## src/rtl/pa_tcipif_initiator.sv

```systemverilog
// pa_tcipif_initiator
// Initiator side of the tightly-coupled IP interface. Takes single-beat
// load/store requests from the LSU, decodes the tcipif address window,
// presents the request to the CLINT until it completes, then returns a
// one-cycle response (read data or error) to the LSU.
//
// Optional feature macro: PA_TCIPIF_TIMEOUT_EN
//   defined   -> 8-bit REQ timeout counter, hung slave returns err
//   undefined -> REQ waits indefinitely for clint_tcipif_cmplt
//
// state | meaning
// ------+-------------------------------------------------------------
// IDLE  | ready for a new LSU request (req_rdy = 1)
// REQ   | sel asserted, addr/write/wdata held, waiting for cmplt
// RESP  | resp_vld pulse with rdata/err, returns to IDLE next cycle
//
// Every output is a register or a decode of state only; nothing from the
// LSU inputs or from cmplt reaches an output combinationally.

module pa_tcipif_initiator #(
   parameter logic [15:0] TCIP_BASE_HI = 16'hE000,
   parameter int unsigned TIMEOUT_CYC  = 255
) (
   input  logic        forever_cpuclk,
   input  logic        cpurst_b,
   input  logic        lsu_tcipif_req_vld,
   input  logic [31:0] lsu_tcipif_addr,
   input  logic        lsu_tcipif_write,
   input  logic [31:0] lsu_tcipif_wdata,
   output logic        tcipif_lsu_req_rdy,
   output logic        tcipif_lsu_resp_vld,
   output logic [31:0] tcipif_lsu_rdata,
   output logic        tcipif_lsu_resp_err,
   output logic        tcipif_clint_sel,
   output logic [15:0] tcipif_clint_addr,
   output logic        tcipif_clint_write,
   output logic [31:0] tcipif_clint_wdata,
   input  logic        clint_tcipif_cmplt,
   input  logic [31:0] clint_tcipif_rdata
);

   typedef enum logic [1:0] {
      ST_IDLE = 2'd0,
      ST_REQ  = 2'd1,
      ST_RESP = 2'd2
   } state_t;

   state_t      state_q;
   logic        sel_q;
   logic [15:0] addr_q;
   logic        write_q;
   logic [31:0] wdata_q;
   logic        resp_vld_q;
   logic [31:0] rdata_q;
   logic        err_q;
   logic        req_legal;

`ifdef PA_TCIPIF_TIMEOUT_EN
   localparam logic [7:0] TO_LIM = 8'(TIMEOUT_CYC);
   logic [7:0] to_cnt_q;
`endif

   // Window hit and word alignment decide whether the slave sees the access.
   assign req_legal = (lsu_tcipif_addr[31:16] == TCIP_BASE_HI) &&
                      (lsu_tcipif_addr[1:0] == 2'b00);

   // Transaction FSM with all slave- and LSU-facing outputs registered.
   always_ff @(posedge forever_cpuclk or negedge cpurst_b) begin
      if (!cpurst_b) begin
         state_q    <= ST_IDLE;
         sel_q      <= 1'b0;
         addr_q     <= 16'h0000;
         write_q    <= 1'b0;
         wdata_q    <= 32'h0000_0000;
         resp_vld_q <= 1'b0;
         rdata_q    <= 32'h0000_0000;
         err_q      <= 1'b0;
`ifdef PA_TCIPIF_TIMEOUT_EN
         to_cnt_q   <= 8'h00;
`endif
      end else begin
         case (state_q)
            ST_IDLE: begin
               resp_vld_q <= 1'b0;
               if (lsu_tcipif_req_vld) begin
                  if (req_legal) begin
                     state_q <= ST_REQ;
                     sel_q   <= 1'b1;
                     addr_q  <= lsu_tcipif_addr[15:0];
                     write_q <= lsu_tcipif_write;
                     // Loads drive zero write data so the bus never leaks stale stores.
                     wdata_q <= lsu_tcipif_write ? lsu_tcipif_wdata : 32'h0000_0000;
`ifdef PA_TCIPIF_TIMEOUT_EN
                     to_cnt_q <= 8'h00;
`endif
                  end else begin
                     // Out-of-window or misaligned: answer locally, slave never selected.
                     state_q    <= ST_RESP;
                     resp_vld_q <= 1'b1;
                     rdata_q    <= 32'h0000_0000;
                     err_q      <= 1'b1;
                  end
               end
            end

            ST_REQ: begin
               if (clint_tcipif_cmplt) begin
                  // Completion wins even on the terminal-count cycle.
                  state_q    <= ST_RESP;
                  sel_q      <= 1'b0;
                  resp_vld_q <= 1'b1;
                  rdata_q    <= write_q ? 32'h0000_0000 : clint_tcipif_rdata;
                  err_q      <= 1'b0;
               end
`ifdef PA_TCIPIF_TIMEOUT_EN
               else if (to_cnt_q == TO_LIM) begin
                  state_q    <= ST_RESP;
                  sel_q      <= 1'b0;
                  resp_vld_q <= 1'b1;
                  rdata_q    <= 32'h0000_0000;
                  err_q      <= 1'b1;
               end else begin
                  to_cnt_q <= to_cnt_q + 8'h01;
               end
`endif
            end

            ST_RESP: begin
               // LSU cannot stall the response; a late cmplt here is dropped.
               state_q    <= ST_IDLE;
               resp_vld_q <= 1'b0;
            end

            default: begin
               state_q    <= ST_IDLE;
               sel_q      <= 1'b0;
               resp_vld_q <= 1'b0;
            end
         endcase
      end
   end

   assign tcipif_lsu_req_rdy  = (state_q == ST_IDLE);
   assign tcipif_lsu_resp_vld = resp_vld_q;
   assign tcipif_lsu_rdata    = rdata_q;
   assign tcipif_lsu_resp_err = err_q;
   assign tcipif_clint_sel    = sel_q;
   assign tcipif_clint_addr   = addr_q;
   assign tcipif_clint_write  = write_q;
   assign tcipif_clint_wdata  = wdata_q;

endmodule

```

## config.mk

```make
export PLATFORM = sky130hd
export DESIGN_NAME = pa_tcipif_initiator
export DESIGN_NICKNAME = d
export VERILOG_FILES = /design/src/rtl/pa_tcipif_initiator.sv
export SDC_FILE = /design/constraint.sdc
export NUM_CORES = 1
export LEC_CHECK = 0
export ABC_CLOCK_PERIOD_IN_PS = 5700
export CORE_ASPECT_RATIO = 0.7
export CORE_MARGIN = 1.5
export CORE_UTILIZATION = 42
export DETAILED_ROUTE_END_ITERATION = 10
export PLACE_DENSITY = 0.84
export SYNTH_ARGS = -nofsm -noshare
export SYNTH_HDL_FRONTEND = slang
export SYNTH_SLANG_ARGS = --single-unit
export TNS_END_PERCENT = 20
```

## constraint.sdc

```tcl
create_clock -name forever_cpuclk -period 5.7 [get_ports forever_cpuclk]
set_clock_uncertainty 0.2 [all_clocks]
set_input_delay 1.425 -clock forever_cpuclk [delete_from_list [all_inputs] [get_ports forever_cpuclk]]
set_output_delay 1.425 -clock forever_cpuclk [all_outputs]
set_load 0.005 [all_outputs]
```

==> results of run 1 <==
## kinds of logic after synthesis
group	count (synthesis)
compound gates	39
buf+inv	51
flops	86
mux	48
simple gates	49
## metal layers
layer / up-vias / global-route usage
li1: 1285 / -
met1: 1304 / 0.262
met2: 113 / 0.358
met3: 10 / 0.0687
met4: 0 / 0.0577
met5: - / 0
## path summary, 6_finish.rpt
kind	startpoint	endpoint	depth (start not counted)
max	lsu_tcipif_addr[19]	state_q[1]	6
min	tcipif_clint_addr[15]	tcipif_clint_addr[15]	1
max reg2reg	state_q[0]	state_q[1]	5
min reg2reg	tcipif_clint_addr[15]	tcipif_clint_addr[15]	1
max in group asynchronous	cpurst_b	tcipif_clint_write	1
min in group asynchronous	cpurst_b	tcipif_clint_wdata[18]	1
## power by group through the flow
stage | sequential (uW) | clock (uW) | combinational [uW]
finish | 613 | 640 | 104
global route | 612 | 685 | 112
CTS | 612 | 655 | 105
detailed placement | 624 | 0 | 105
global placement | 623 | 0 | 103
floorplan | 624 | 0 | 16.6
## state kept, by name, summed over array words and instances (netlist names)
| signal | cells |
|---|---|
| tcipif_lsu_resp_vld | 1 |
| tcipif_lsu_rdata | 32 |
| tcipif_clint_addr | 16 |
| tcipif_clint_wdata | 32 |
| tcipif_clint_write | 1 |
| tcipif_clint_sel | 1 |
| tcipif_lsu_resp_err | 1 |
| state_q | 2 |
## final cells by class
type,instances,area share
clock buffer,10,0.0403
clock inverter,4,0.0172
inverter,36,0.0238
multi-input combinational,136,0.186
sequential,86,0.379
tap,101,0.0223
timing repair buffer,189,0.331
## critical path: stages
cell and delay [ns]:
clkdlybuf4s50_1 0.40, nor4_1 0.33, nand3_1 0.27, o21ai_2 1.06
buf_4 0.25, inv_1 0.04
## metrics by stage
stage / power [uW] / worst slack, ns
after floorplan: 640 / 2.69
after global placement: 727 / 1.63
after detailed placement: 728 / 1.59
after CTS: 1370 / 1.93
after global routing: 1410 / 1.75
final: 1360 / 1.94
## Yosys cell counts, types with 2 or more instances
library cell / count / area (um2)
a22o_1: 32 / 280
buf_2: 4 / 20.0
buf_4: 4 / 30.0
clkbuf_1: 7 / 26.3
dfrtp_1: 86 / 2150
inv_1: 36 / 135
mux2_1: 14 / 158
mux2i_1: 33 / 330
nand2_1: 33 / 124
nand3_1: 2 / 10.0
nor2_1: 5 / 18.8
nor2b_1: 2 / 12.5
nor4_1: 2 / 12.5
o21ai_0: 2 / 10.0
==> out/metrics.yaml, run 1 <==
status: "complete, no violations"
clockBufferDepth: 2
ir_worst_vdd_v: 0.000200
clock.fmax_mhz: 266
grt_max_degree: 87
pwr-share-clk: 0.472
synth_edf_count: 0
drc: 0
mostFrequentLayoutCells: "184 x clkdlybuf4s50_1, 86 x dfrtp_1, 36 x inv_1, 33 x nand2_1, 33 x mux2i_1"
synth_top_family_by_area: "multiplexers"
p_comb_frac: 0.076
power_density_nw_per_um2: 239
path_clk_slew_ns: 0.06
hpwl_mm: 6.52
yosysWarningCount: 0
synth_mux_area_frac: 0.147
ctsResizeCount: 0
rsz0062_at_grt: "false"
areaGrowthSynthToFinish_pct: 66.7
sw_frac_of_total: 0.187
start_kind: "primary input"
holdWs_ns: 0.288
dr_wl_met2_mm: 4.37
gp_congestion: 0.779
setup.worst_path.end_class: "register"
via_per_inst: 4.83
grt_pass1_wl_mm: 14.5
power.switching_uw: 254
dp_cells: 548
cts_hold_buffers: 0
syn_area_um2: 3400
multiInputGateArea_um2: 1060
synth_area_per_cell_um2: 12.5
grt.total_usage: 0.211
io_buffers: 185
fin_crit_ns: 3.76
h-tree-depth: 3
nFillCells: 583
worst_slew_pin_slew_ns: 1.28
drtAntennaViolNets: 0
dieHeight_um: 78.3
syn-num-nets: 374
setup_tns_ns: 0
power_frac_seq: 0.452
coreArea_um2: 7870
p_int_uw: 1100
die-area_um2: 8660
design_area_um2: 5680
io_pins: 186
synth_cells: 273
slew_viol_final: 0
synth_cell_types: 25
cts_buffers: 9
hold_viol_final: 0
vias: 2712
mostFrequentLayoutCell: "clkdlybuf4s50_1"
antennaDiodeCount: 0
yosys.area_share.simple: 0.0639
overflow: 0
synthAdderAreaFrac: 0
root_buffer: "clkbuf_16"
yosysSeqAreaShare: 0.632
setup_violations: 0
stdcell_count: 562
async_flop_share: 1.00
synth-xor-area-share: 0
clk_latency_ns: 0.32
die_w_um: 111
synth-main-ff-cell: "dfrtp_1"
path_max_fanout: 33
ys_seq_elements: 86
first_pass_iters: 4
reg2reg_setup_slack_ns: 3.17
first_global_vias: 2904
regArea_um2: 2150
initialDrtViolationCount: 110
routedWlPerCell_um: 15.9
cellLeakagePower_uw: 0.00262
rows: 27
crit_type: "in2reg"
slew_headroom: 0.145
top_layer: "met4"
drt_wl_total_mm: 8.96
utilization: 0.721
antenna_found_initial: 0
initial_core_util: 0.433
place_area_um2: 5350
hp-class: "reg2reg"
fin_nets: 559
cts_sinks: 86
synth-compound-area-share: 0.0952
worstPathRequired_ns: 5.71
cts_setup_buffers: 0
wl_met1_mm: 3.91
arrival_ns: 3.77
cap_viol_max_count: 0
timing.final.crit_share: 0.659
drive_gt1_frac: 0.0477
wl_met3_um: 576
cts_tree: "yes"
No activity file was read; power rests on OpenSTA's default activity.
==> inputs of run 2 (changes only) <==
Settings changed: ABC_CLOCK_PERIOD_IN_PS 5700 to 3900, CORE_UTILIZATION 42 to 39, PLACE_DENSITY 0.84 to 0.79.
Clock period 5.7 ns to 3.9 ns, I/O delays scaled along.
==> run 2 against run 1 <==
  * Worst hold slack got worse by 0.0075 ns
  * Setup slack got worse by 0.95 ns
  * Count of clock-buffer cells in the layout fell by 1
  * Combinational power rose by 45%
  * Total power rose by 36%
  * Critical path type unchanged
  * Register-to-register slack got worse by 1.4 ns
  * Flip-flop and latch count did not move
  * Die area rose by 7.4%
  * Via count fell by 0.37%
  * Global-route usage fell by 1.6 points
  * Sequential share of layout area rose by 0.059 points
==> out/metrics.yaml, run 2 (synthesized netlist as in run 1, its figures left out) <==
dieHeight_um: 81.2
antennaDiodeCount: 0
setup.worst_path.end_class: "register"
io_pins: 186
initial_core_util: 0.402
regArea_um2: 2150
worst_slack_ns: 0.988
path_cells: "clkdlybuf4s50_1 -> nor4bb_1 -> nand3_1 -> nor3_4 -> buf_12 -> mux2_2"
clock.fmax_mhz: 343
ir_worst_vdd_v: 0.000250
vias: 2702
holdWs_ns: 0.280
path_clk_slew_ns: 0.06
root_buffer: "clkbuf_16"
slowest_delay_ns: 0.45
hp-class: "reg2reg"
slew_headroom: 0.303
initialDrtViolationCount: 103
gp_congestion: 0.740
die-area_um2: 9310
arrival_ns: 2.92
fin_nets: 559
cts_setup_buffers: 0
timing.final.crit_share: 0.747
hold_viol_final: 0
grt_max_degree: 87
setup_violations: 0
rows: 28
slowest_stage: "clkdlybuf4s50_1"
fin_crit_ns: 2.91
drtAntennaViolNets: 0
hpwl_mm: 6.47
cellLeakagePower_uw: 0.00260
drc: 0
drt_wl_total_mm: 8.87
place_area_um2: 5390
via_per_inst: 4.63
status: "complete, no violations"
cts_sinks: 86
h-tree-depth: 3
grt.total_usage: 0.195
rsz0062_at_grt: "false"
clk_latency_ns: 0.32
coreArea_um2: 8480
drive_gt1_frac: 0.0540
first_pass_iters: 4
post-place-ws_ns: 0.648
cap_viol_max_count: 0
crit_buf_inv: 2
power_density_nw_per_um2: 325
mostFrequentLayoutCells: "184 x clkdlybuf4s50_1, 86 x dfrtp_1, 36 x inv_1, 33 x nand2_1, 33 x mux2i_1"
cp_top_family: "simple AND/OR/NAND/NOR gates"
worst_slew_pin_slew_ns: 1.05
io_buffers: 185
ctsResizeCount: 0
routedWlPerCell_um: 15.2
overflow: 0
mostFrequentLayoutCell: "clkdlybuf4s50_1"
slew_viol_final: 0
first_global_vias: 2823
start_kind: "primary input"
setup_tns_ns: 0
crit_type: "in2reg"
antenna_found_initial: 0
grt_pass1_wl_mm: 14.0
die_w_um: 115
path_max_fanout: 51
cts_tree: "yes"
worstPathRequired_ns: 3.91
clockBufferDepth: 2
areaGrowthSynthToFinish_pct: 66.4
power_uw: 1840
cts_hold_buffers: 0
design_area_um2: 5670
cts_buffers: 9
multiInputGateArea_um2: 1060
nFillCells: 685
run 2: changes by cell type in the layout (fill, tap and decap cells not counted), sizes merged:
| cell | previous run | this run |
|---|---|---|
| inv | 36 | 39 |
| bufinv | 3 | 0 |
| clkbuf | 10 | 9 |
| clkinv | 0 | 3 |
run 2: cell type report:
cell class	count	area share
sequential	86	0.380
timing repair buffer	189	0.334
multi-input combinational	136	0.186
clock buffer	9	0.0397
tap	120	0.0265
inverter	36	0.0238
clock inverter	7	0.00994
run 2: path summary, 6_finish.rpt:
path / start / end / slack (ns) / depth (start not counted)
worst min-delay path: tcipif_clint_sel / tcipif_clint_sel / 0.28 / 1
worst min register to register: tcipif_clint_sel / tcipif_clint_sel / 0.28 / 1
worst max register to register: state_q[0] / tcipif_clint_write / 1.74 / 5
max in group asynchronous: cpurst_b / tcipif_lsu_rdata[7] / 2.20 / 1
worst max-delay path: lsu_tcipif_addr[31] / tcipif_clint_write / 0.99 / 6
min in group asynchronous: cpurst_b / tcipif_lsu_rdata[23] / 0.63 / 1
run 2: per-layer routing:
layer | vias to the layer above | wire (um) | track usage
li1 | 1286 | - | -
met1 | 1309 | 4020 | 0.251
met2 | 99 | 4250 | 0.331
met3 | 8 | 518 | 0.0500
met4 | 0 | 82 | 0.0538
met5 | - | 0 | 0
run 2: power by group:
| part | internal [uW] | total [uW] | switching (uW) |
|---|---|---|---|
| logic | 98.3 | 151 | 52.9 |
| registers | 893 | 895 | 1.33 |
| clock network | 439 | 795 | 356 |
run 2: stage by stage:
stage          cells   util
2_1_floorplan    273      -
3_3_place_gp     567  0.635
3_5_place_dp     567  0.635
4_1_cts          583  0.668
5_1_grt          583  0.668
6_report         583  0.668
==> patch, RTL diff (settings of run 1) <==
Add a define of `PA_TCIPIF_TIMEOUT_EN`.
--- a/src/rtl/pa_tcipif_initiator.sv
+++ b/src/rtl/pa_tcipif_initiator.sv
@@ -16,6 +16,8 @@
 //
 // Every output is a register or a decode of state only; nothing from the
 // LSU inputs or from cmplt reaches an output combinationally.
+
+`define PA_TCIPIF_TIMEOUT_EN
 
 module pa_tcipif_initiator #(
    parameter logic [15:0] TCIP_BASE_HI = 16'hE000,
Behaviour: same outputs for any inputs over 4 cycles, from zero or initial values and one cycle with cpurst_b low; that may be too few to reach the edited logic, so the function may still have changed.
==> patch against run 1 <==
  * Non-clock buffer count shrank 1
  * Routed wire length grew 28%
  * First-iteration DRC count grew 25%
  * Final cell count grew 24%
  * Synthesized area grew 24%
  * Core utilization shrank 5.9 points
  * Critical path depth is the same
  * Power grew 2.8%
  * Setup slack gained 230 ps
  * Combinational power grew 13%
  * Clock power shrank 5.0%
  * Final area grew 13%
  * Sequential cell count grew 8
  * Count of clock-buffer cells in the layout grew 1
==> patch: results (changes against run 1) <==
status=finished, final reports clean (unchanged); fillers=736 (was 583); critical path data arrival time=3550 ps (was 3770 ps); CP startpoint=lsu_tcipif_addr[21] (was lsu_tcipif_addr[19]); All-Layer GR Usage=22.1% (was 21.1%); global-route wire length before repair=18.4 mm (was 14.5 mm); pin count of the biggest net entering global routing=65 (was 87); worst-case vdd ir drop=162 µV (was 200 µV); CP Max Fanout=55 (was 33); drt wl/cell=16.5 µm (was 15.9 µm); Detail Placement HPWL=7.92 mm (was 6.52 mm); slowest cell on the critical path=or4_1 (was o21ai_2); max incr delay on CP=530 ps (was 1060 ps); Synth top area share=55.7% (was 63.2%); Worst R2R Start=to_cnt_q[0] (was state_q[0]); hold crit path type=reg -> reg (unchanged); Worst Reg-to-Reg Cells=5 (unchanged); vias in the first global route=3789 (was 2904); syn_nets=494 (was 374); Seq/Total Area, Yosys=55.7% (was 63.2%); Worst Hold Endpoint=tcipif_clint_sel (was tcipif_clint_addr[15]); gpl congestion=0.755 (was 0.779); hold_sp=tcipif_clint_sel (was tcipif_clint_addr[15]); Slew headroom=10.9% (was 14.5%); Pleak=0.00312 µW (was 0.00262 µW); NumNets Final=664 (was 559); clk root buf=clkbuf_16 (unchanged); count of synthesis-stage warnings from yosys=0 (unchanged); Initial DRC Count=137 (was 110); pre-CTS setup slack=1820 ps (was 1590 ps); n_diodes=0 (unchanged); post-synthesis cell type count=39 (was 25); RR Endpoint=to_cnt_q[2] (was state_q[1]); Commonest cells post-synth=dfrtp_1 (94), a21oi_1 (64), nand2_1 (40), inv_1 (33) (was dfrtp_1 (86), inv_1 (36), mux2i_1 (33), nand2_1 (33), a22o_1 (32)); R2R Setup Slk=3050 ps (was 3170 ps); largest cells by area after synthesis=dfrtp_1 (56%), a21oi_1 (7.6%), mux2i_1 (7.6%) (was dfrtp_1 (63%), mux2i_1 (9.7%), a22o_1 (8.2%)); clk_lat worst skew=330 ps; Vias=3613 (was 2712); layout cells sized above 1=7.76% (was 4.77%)
patch: stage by stage:
stage / cell area, µm² / cells / hold WS (ps) / util, %
after floorplan: 4220 / 392 / 260 / -
after global placement: 6140 / 679 / 262 / 63.1
after detailed placement: 6140 / 679 / 265 / 63.1
after CTS: 6440 / 695 / 278 / 66.2
after global routing: 6440 / 695 / 326 / 66.2
final: 6440 / 695 / 275 / 66.2
patch: final cells by class:
type	count	area [µm²]	share of cell area [%]
timing repair buffer	188	1870	29.1
sequential	94	2350	36.5
tap	128	160	2.49
clock inverter	5	58.8	0.913
multi-input combinational	236	1630	25.3
inverter	33	124	1.92
clock buffer	11	243	3.77
patch: power by group:
group / total (µW) / internal, µW / switching [µW]
registers: 669 / 668 / 0.919
clock network: 608 / 352 / 256
logic: 117 / 72.1 / 44.7
total: 1390 / 1090 / 301
patch: layer usage:
| layer | vias up | wire length (µm) | track usage [%] |
|---|---|---|---|
| li1 | 1717 | - | - |
| met3 | 23 | 1040 | 8.18 |
| met5 | - | 0 | 0 |
| met2 | 148 | 5280 | 36.6 |
| met1 | 1725 | 4920 | 27.0 |
| met4 | 0 | 206 | 6.87 |
patch: critical path: cells and delay by family:
family        cells  cell delay [ps]
mux               1              400
simple gates      3              870
buf+inv           2              810
patch: kinds of logic after synthesis:
group | Yosys count | synth area share, %
fa+ha+maj | 1 | 0.296
compound gates | 117 | 17.2
flops | 94 | 55.7
buf+inv | 62 | 5.87
mux | 47 | 12.5
simple gates | 71 | 8.50
patch: how the worst max path moves through the flow:
| stage | end | slack, ps | cells past startpoint |
|---|---|---|---|
| 3_3_place_gp | tcipif_clint_addr[11] | 1870 | 6 |
| 5_1_grt | tcipif_lsu_rdata[1] | 1960 | 5 |
| 3_5_place_dp | tcipif_clint_addr[14] | 1820 | 6 |
| 6_report | tcipif_clint_addr[11] | 2170 | 6 |
| 4_1_cts | tcipif_lsu_rdata[15] | 2160 | 5 |
| 2_1_floorplan | tcipif_clint_addr[10] | 2510 | 6 |
